### src/rtl/oam_dma_controller_if.sv
// Register bus ($FF46) and DMA master bus between the OAM DMA engine and the MMU.
// master = DMA engine side, slave = MMU side.
interface oam_dma_controller_if;
  logic [15:0] reg_addr;
  logic        reg_read_en;
  logic        reg_write_en;
  logic [7:0]  reg_wdata;
  logic [7:0]  reg_rdata;
  logic        dma_active;
  logic [15:0] dma_addr;
  logic        dma_read_en;
  logic        dma_write_en;
  logic [7:0]  dma_wdata;
  logic [7:0]  dma_rdata;

  modport master (
    input  reg_addr, reg_read_en, reg_write_en, reg_wdata, dma_rdata,
    output reg_rdata, dma_active, dma_addr, dma_read_en, dma_write_en, dma_wdata
  );

  modport slave (
    output reg_addr, reg_read_en, reg_write_en, reg_wdata, dma_rdata,
    input  reg_rdata, dma_active, dma_addr, dma_read_en, dma_write_en, dma_wdata
  );
endinterface

### src/rtl/oam_dma_controller.sv
// OAM DMA engine behind $FF46: copies NUM_BYTES source bytes to $FE00.., one byte per CYCLES_PER_BYTE slot.
// First source read START_DELAY clocks after the write; no backpressure, register writes always accepted and restart.
module oam_dma_controller #(
  parameter int NUM_BYTES       = 160,
  parameter int CYCLES_PER_BYTE = 4,
  parameter int START_DELAY     = 4
) (
  input  logic                 clk,
  input  logic                 reset,
  oam_dma_controller_if.master bus
);
  localparam int DW = (START_DELAY > 2) ? $clog2(START_DELAY) : 1;
  localparam int SW = $clog2(CYCLES_PER_BYTE);

  typedef enum logic [2:0] {
    S_IDLE,
    S_START,
    S_READ,
    S_WRITE,
    S_WAIT
  } state_t;

  state_t        state, state_nxt;
  logic [7:0]    src_hi, src_hi_nxt;
  logic [DW-1:0] dly, dly_nxt;
  logic [7:0]    idx, idx_nxt;
  logic [SW-1:0] slot, slot_nxt;
  logic [7:0]    byte_q, byte_nxt;
  logic          hold_q, hold_nxt;

  logic          reg_wr;
  logic          slot_end;
  logic          last_byte;
  logic [7:0]    base_hi;
  logic [15:0]   src_addr;
  logic [15:0]   oam_addr;

  logic          act;
  logic          rd_en;
  logic          wr_en;
  logic [15:0]   addr;
  logic [7:0]    wdata;

  logic          unused_ok;
  assign unused_ok = bus.reg_read_en;

  assign reg_wr    = bus.reg_write_en && (bus.reg_addr == 16'hFF46);
  // slot counts clocks within a byte slot: READ=0, WRITE=1, WAIT=2..CYCLES_PER_BYTE-1
  assign slot_end  = (slot == SW'(CYCLES_PER_BYTE - 1));
  assign last_byte = (idx == 8'(NUM_BYTES - 1));
  // Echo RAM sources ($E000+) fold back onto WRAM
  assign base_hi   = (src_hi < 8'hE0) ? src_hi : (src_hi - 8'h20);
  assign src_addr  = {base_hi, 8'h00} + {8'h00, idx};
  assign oam_addr  = 16'hFE00 + {8'h00, idx};

  always_ff @(posedge clk) begin
    if (!reset) begin
      state  <= S_IDLE;
      src_hi <= 8'hFF;
      dly    <= '0;
      idx    <= '0;
      slot   <= '0;
      byte_q <= '0;
      hold_q <= 1'b0;
    end else begin
      state  <= state_nxt;
      src_hi <= src_hi_nxt;
      dly    <= dly_nxt;
      idx    <= idx_nxt;
      slot   <= slot_nxt;
      byte_q <= byte_nxt;
      hold_q <= hold_nxt;
    end
  end

  always_comb begin
    state_nxt  = state;
    src_hi_nxt = src_hi;
    dly_nxt    = dly;
    idx_nxt    = idx;
    slot_nxt   = slot;
    byte_nxt   = byte_q;
    hold_nxt   = hold_q;
    act        = 1'b0;
    rd_en      = 1'b0;
    wr_en      = 1'b0;
    addr       = 16'h0000;
    wdata      = 8'h00;

    case (state)
      S_IDLE: begin
      end
      S_START: begin
        act = hold_q;
        if (dly == '0) begin
          state_nxt = S_READ;
          idx_nxt   = '0;
          slot_nxt  = '0;
          hold_nxt  = 1'b0;
        end else begin
          dly_nxt = dly - DW'(1);
        end
      end
      S_READ: begin
        act       = 1'b1;
        rd_en     = 1'b1;
        addr      = src_addr;
        byte_nxt  = bus.dma_rdata;
        slot_nxt  = slot + SW'(1);
        state_nxt = S_WRITE;
      end
      S_WRITE, S_WAIT: begin
        act   = 1'b1;
        addr  = oam_addr;
        wr_en = (state == S_WRITE);
        wdata = (state == S_WRITE) ? byte_q : 8'h00;
        if (!slot_end) begin
          slot_nxt  = slot + SW'(1);
          state_nxt = S_WAIT;
        end else if (last_byte) begin
          state_nxt = S_IDLE;
        end else begin
          idx_nxt   = idx + 8'd1;
          slot_nxt  = '0;
          state_nxt = S_READ;
        end
      end
      default: state_nxt = S_IDLE;
    endcase

    // A write always wins, including over the final slot end; bus ownership is kept across a restart
    if (reg_wr) begin
      src_hi_nxt = bus.reg_wdata;
      state_nxt  = S_START;
      dly_nxt    = DW'(START_DELAY - 1);
      hold_nxt   = act;
    end
  end

  assign bus.reg_rdata    = src_hi;
  assign bus.dma_active   = act;
  assign bus.dma_read_en  = rd_en;
  assign bus.dma_write_en = wr_en;
  assign bus.dma_addr     = addr;
  assign bus.dma_wdata    = wdata;
endmodule

### src/flat_wrapper.sv
// flat-port wrapper written by rule: the top's interface ports become plain ports
module oam_dma_controller_flat 
#(
  parameter int NUM_BYTES       = 160,
  parameter int CYCLES_PER_BYTE = 4,
  parameter int START_DELAY     = 4
)
  (clk, reset, bus_reg_addr, bus_reg_read_en, bus_reg_write_en, bus_reg_wdata, bus_dma_rdata, bus_reg_rdata, bus_dma_active, bus_dma_addr, bus_dma_read_en, bus_dma_write_en, bus_dma_wdata);
  oam_dma_controller_if bus_i ();
  input  logic clk;
  input  logic reset;
  input wire logic [$bits(bus_i.reg_addr)-1:0] bus_reg_addr;
  input wire logic [$bits(bus_i.reg_read_en)-1:0] bus_reg_read_en;
  input wire logic [$bits(bus_i.reg_write_en)-1:0] bus_reg_write_en;
  input wire logic [$bits(bus_i.reg_wdata)-1:0] bus_reg_wdata;
  input wire logic [$bits(bus_i.dma_rdata)-1:0] bus_dma_rdata;
  output wire logic [$bits(bus_i.reg_rdata)-1:0] bus_reg_rdata;
  output wire logic [$bits(bus_i.dma_active)-1:0] bus_dma_active;
  output wire logic [$bits(bus_i.dma_addr)-1:0] bus_dma_addr;
  output wire logic [$bits(bus_i.dma_read_en)-1:0] bus_dma_read_en;
  output wire logic [$bits(bus_i.dma_write_en)-1:0] bus_dma_write_en;
  output wire logic [$bits(bus_i.dma_wdata)-1:0] bus_dma_wdata;
  assign bus_i.reg_addr = bus_reg_addr;
  assign bus_i.reg_read_en = bus_reg_read_en;
  assign bus_i.reg_write_en = bus_reg_write_en;
  assign bus_i.reg_wdata = bus_reg_wdata;
  assign bus_i.dma_rdata = bus_dma_rdata;
  assign bus_reg_rdata = bus_i.reg_rdata;
  assign bus_dma_active = bus_i.dma_active;
  assign bus_dma_addr = bus_i.dma_addr;
  assign bus_dma_read_en = bus_i.dma_read_en;
  assign bus_dma_write_en = bus_i.dma_write_en;
  assign bus_dma_wdata = bus_i.dma_wdata;
  oam_dma_controller #(.NUM_BYTES(NUM_BYTES), .CYCLES_PER_BYTE(CYCLES_PER_BYTE), .START_DELAY(START_DELAY)) u_core (.clk(clk), .reset(reset), .bus(bus_i));
endmodule
### config.mk
export PLATFORM = sky130hd
export DESIGN_NAME = oam_dma_controller_flat
export DESIGN_NICKNAME = d
export VERILOG_FILES = /design/src/rtl/oam_dma_controller_if.sv /design/src/rtl/oam_dma_controller.sv /design/src/flat_wrapper.sv
export SDC_FILE = /design/constraint.sdc
export NUM_CORES = 1
export LEC_CHECK = 0
export BUFFER_PORTS_ARGS = -buffer_cell sky130_fd_sc_hd__clkbuf_2
export CAP_MARGIN = 20
export CELL_PAD_IN_SITES_DETAIL_PLACEMENT = 1
export CELL_PAD_IN_SITES_GLOBAL_PLACEMENT = 2
export CORE_AREA = 2 2 81 102
export CTS_BUF_LIST = sky130_fd_sc_hd__clkbuf_16
export DETAILED_ROUTE_END_ITERATION = 8
export DIE_AREA = 0 0 83 104
export PLACE_DENSITY_LB_ADDON = 0.1
export SYNTH_ARGS = -nofsm -noshare
export SYNTH_HDL_FRONTEND = slang
export SYNTH_SLANG_ARGS = --single-unit
### constraint.sdc
create_clock -name clk -period 1.7 [get_ports clk]
set_clock_uncertainty 0.15 [all_clocks]
set_input_delay 0.255 -clock clk [delete_from_list [all_inputs] [get_ports clk]]
set_output_delay 0.255 -clock clk [all_outputs]
set_load 0.02 [all_outputs]
== Word level (Yosys, flattened, before mapping) ==
Cells that the tools add are included.

* Input port bits: 36
* Register bits: 32
* Output and inout bits: 35
* Word-level logic and storage cells: 73

* Eq/ne operators: 14
* Reduce and logical (&&, ||, !) cells: 16
* Bitwise logic cells: 2
* Order comparisons: 1
* Add/sub/neg operators: 6
* Muxes and demuxes: 26

{| class="wikitable"
|+ Operators with widths
! kind !! count
|-
| $mux 8 || 6
|-
| $pmux 16 s2 || 1
|-
| $add 16x8->16 || 1
|-
| $eq 16x16->1 const B || 1
|-
| $pmux 8 s2 || 1
|-
| $mux 2 || 7
|-
| $pmux 3 s4 || 1
|-
| $add 10x9->11 const A || 1
|-
| $add 8x1->8 const B || 1
|-
| $eq 8x8->1 const B || 1
|-
| $lt 8x8->1 const B || 1
|-
| $ne 2x1->1 const B || 4
|-
| $reduce_and 2->1 || 4
|-
| $sub 8x6->8 const B || 1
|-
| $eq 3x2->1 const B || 2
|-
| $mux 1 || 6
|-
| $mux 3 || 2
|-
| $pmux 2 s3 || 1
|-
| $reduce_bool 2->1 || 3
|-
| $reduce_and 4->1 || 1
|-
| $reduce_or 2->1 || 2
|-
| $eq 3x1->1 const B || 1
|-
| $eq 3x3->1 const B || 1
|-
| $logic_not 3->1 || 1
|-
| 13 further kinds || 14
|}

== Logic depth before layout (Yosys ltp) ==
* Depth after elaboration: 5
* Gate-level depth with buffers: 8
* Gate-level depth less buffers: 6

== Worst setup path before layout ==
Ideal clock, no wire load.

* Path kind: reg2out
* Start: register u_core.state[1]
* End: output port bus_dma_addr[10]
* Path buffers: 2
* Slack: -0.225 ns
* Cell stages (with the launch flop): 7
* Data required time: 1.295 ns
* Arrival: 1.520 ns
* Cell sequence: dfxtp_1 -> buf_6 -> nor2b_1 -> nand2_1 -> clkinv_1 -> buf_2 -> a21o_1

* Word-level cells in the longest chain between the ends: 3
* Elaborated cells on any way between the ends: 5
* Classes of those cells: eq/ne: 3; mux: 1; reduce/logical: 1

{| class="wikitable"
|+ Ends and longest elaborated chain
! item !! line !! source
|-
| start: declaration || oam_dma_controller.sv:23 || <nowiki>state_t state, state_nxt;</nowiki>
|-
| start signal: assignment || oam_dma_controller.sv:66 || <nowiki>state <= state_nxt;</nowiki>
|-
| $eq 3x3->1 or $eq 3x2->1 (tied branches) || oam_dma_controller.sv:90 || <nowiki>case (state)</nowiki>
|-
| $reduce_or 2->1 || oam_dma_controller.sv:90 ||
|-
| $pmux 16 s2 * || oam_dma_controller.sv:90 ||
|-
| end: declaration || flat_wrapper.sv:19 || <nowiki>output wire logic [$bits(bus_i.dma_addr)-1:0] bus_dma_addr;</nowiki>
|}

Mark *: on every way between the ends. The rest lies on a longest branch, timed or not.

== Final worst setup path ==
* Start: register u_core.state[2]
* End: output port bus_dma_addr[10]

Same word-level chain as after synthesis.

==> results_dict.tcl <==
set metrics [dict create \
    leakage_nw 1.45 \
    post-route-period-util_pct 113 \
    slew_headroom_pct 76.1 \
    timing.final.ws_setup_ns -0.214 \
    place_congestion 0.728 \
    crit_start "u_core.state[2]$_SDFFE_PP0P_" \
    status "finished, violations left" \
    yosys.area_share.simple_pct 29.6 \
    multi_input_area_um2 1350 \
    synth_top_area_cell "dfxtp_1" \
    clock-root-buffer "clkbuf_16" \
    detail_route.wl_per_cell_um 15.5 \
    grt_pass1_vias 2228 \
    post-dp-hpwl_um 4420 \
    required_ns 1.29 \
    p_sw_mw 0.395 \
    final_nets 388 \
    syn-cell-area_um2 1790 \
    synth-compound-area-share_pct 21.8 \
    portBuffers 69 \
    n_antenna_cell 0 \
    cts-buffers-inserted 5 \
    p_clk_share_pct 56.0 \
    regArea_um2 656 \
    synthArstFlopShare_pct 0 \
    intPower_mw 1.47 \
    drive_above_1_share_pct 55.9 \
    cpLargestDelayFamily "simple AND/OR/NAND/NOR gates" \
    synthCells 218 \
    final_cell_mix "buf_4 (56), clkbuf_2 (42), nand2_1 (30)" \
    fin_cells 444 \
    worstSkewPairLatency_ns 0.27 \
    path_clk_slew_ns 0.06 \
    rsz0062_at_grt "yes" \
    synth-xor-area-share_pct 0.489 \
    cp.arrival_ns 1.51 \
    drc 0 \
    yosysUniqueCellTypes 47 \
    drt_iter0_drc 31 \
    start_kind "register" \
    share_comb_of_total_power_pct 4.2 \
    min_period_ns 1.91 \
    fin_area_um2 3470 \
    grt_use_total_pct 15.7 \
    cp_max_fo 6 \
    drv_cap 0 \
    num-fill-cells 884 \
    grt_max_degree 19 \
    core_area_um2 7700 \
    dp.cells 410 \
    synthDominantCellAreaShare_pct 35.8 \
    synth.net_count 258 \
    drt_first_pass_iters 4 \
    synthAdderAreaFrac_pct 2.80 \
    fp.dieH_um 104 \
    synth_edf_count 0 \
    wl_um 6890 \
    tritoncts "built" \
    antenna_found_initial 0 \
    muxShareOfSynthArea_pct 3.35 \
    seqPwrFrac_pct 39.9 \
    power.density_nw_per_um2 538 \
    hp-class "in -> reg" \
    vias 2091 \
    fp.dieW_um 83 \
    crit_chain "or3b_4 > nand2b_4 > a21o_1 > clkbuf_8" \
    pin_count 71 \
    rows 36 \
    initial_utilization_pct 23.2 \
    grt_pass1_wl_um 11000 \
    area_delta_synth_final_pct 93.9 \
    crit_path_end_kind "primary output" \
    failed_checks "negative setup slack" \
    critical_path_class "reg -> out" \
    finalSetupViolCount 35 \
    r2r-start "u_core.idx[0]$_SDFFE_PN0P_" \
    synthFlopType "dfxtp_1" \
    cts.sinks 32 \
    fmax_mhz 522 \
    synth_area_leaders "dfxtp_1 (36%), nand2_1 (6.5%), nand3_1 (5.6%), a21oi_1 (3.4%), mux2i_1 (3.4%)" \
    critPathMaxStageDelay_ns 0.44 \
    dieArea_um2 8630 \
    hold_buffers 0 \
    clockBufferDepth 2 \
    fin_util_pct 45.1 \
    min-delay-start "bus_dma_rdata[7]" \
    ir_worst_vdd_mv 0.444 \
    place_ws_ns -0.139 \
    final_common_cell "buf_4" \
    switching_share_pct 21.1 \
    viasPerCell 4.71 \
    ys_seq_area_share_pct 35.8 \
    crit_slowest_cell "or3b_4" \
    htreeDepth 2 \
    ant_nets 0 \
    overflow 0 \
    syn_avg_cell_area_um2 8.21 \
    maxSlewViolCount 0 \
    synth_top_family_by_area "simple AND/OR/NAND/NOR gates" \
    worstMarginPinSlew_ns 0.353 \
    worst-path-buf-inv 1 \
    ys_seq_elements 32 \
    hold_violations 0 \
    yosysWarningCount 0 \
    postPlaceCellArea_um2 2590 \
]
## cell families after synthesis
family	Yosys count
buffers and inverters	23
multiplexers	6
adder cells (fa/ha/maj)	4
flip-flops	32
XOR/XNOR	1
AND/OR/NAND/NOR	100
AO/OA/AOI/OAI	52
## what timing repair did
item,in CTS,in global routing
buffers inserted,13,11
resized for setup,63,78
pin swaps,4,20
endpoints found under the setup margin,33,42
cloned,4,0
## worst reg2reg max path, cell delays in order, from the launching register on
cell,delay (ns)
dfxtp_2,0.35
ha_4,0.14
nand4_1,0.20
o41ai_4,0.38
buf_4,0.19
clkbuf_16,0.14
buf_12,0.10
a21oi_4,0.04
o22ai_1,0.14
## through the flow
step           hold WS [ns]  total power, mW  setup TNS [ns]
2_1_floorplan         0.241            0.792          -0.817
6_report             0.0489             1.87           -4.40
3_5_place_dp          0.295            0.844           -1.09
3_3_place_gp          0.289            0.843          -0.743
5_1_grt              0.0549             1.93           -6.24
4_1_cts              0.0459             1.89           -4.36
## metal layers
layer / share of wire [%] / vias to the layer above / track usage [%]
met5: 0 / - / 0
met4: 1.0 / 0 / 3.86
met3: 4.0 / 5 / 3.10
met2: 54 / 53 / 29.7
met1: 41 / 996 / 17.8
li1: - / 1037 / -
## cell type report
class                   count  share of cell area, %
clock inverters             3                   1.23
inverters                  10                   1.30
repair inverters            1                  0.252
clock buffers               5                   3.60
repair buffers            134                   32.3
multi-input cells         164                   39.0
flip-flops and latches     32                   18.9
well taps                  95                   3.42
## registers in the layout (all words and copies together) (netlist names)
name and flops:
u_core.bus.reg_rdata 8, u_core.byte_q 8, u_core.idx 8, u_core.state 3
u_core.dly 2, u_core.slot 2, u_core.hold_q 1
## Yosys cell counts (all sizes together), types with 7 or more instances
cell type	n
nor2	9
nand3	20
nand2	31
and2	8
a21oi	12
nor2b	8
dfxtp	32
inv	9
o21ai	9
buf	7
## final timing paths
path                                                      end  slack [ns]  cells past startpoint
worst max register to register     u_core.idx[1]$_SDFFE_PN0P_       -0.21                      8
worst min register to register  u_core.byte_q[4]$_SDFFE_PN0P_        0.31                      2
worst min-delay path            u_core.byte_q[7]$_SDFFE_PN0P_        0.05                      3
worst max-delay path                         bus_dma_addr[10]       -0.21                      4
## power by group through the flow
| stage | Sequential (mW) | Clock (mW) | Combinational (mW) |
|---|---|---|---|
| 2_1_floorplan | 0.766 | 0 | 0.0252 |
| 4_1_cts | 0.746 | 1.07 | 0.0783 |
| 5_1_grt | 0.745 | 1.10 | 0.0882 |
| 6_report | 0.745 | 1.05 | 0.0776 |
| 3_3_place_gp | 0.766 | 0 | 0.0769 |
| 3_5_place_dp | 0.766 | 0 | 0.0778 |
No activity file was read; power rests on OpenSTA's default activity.
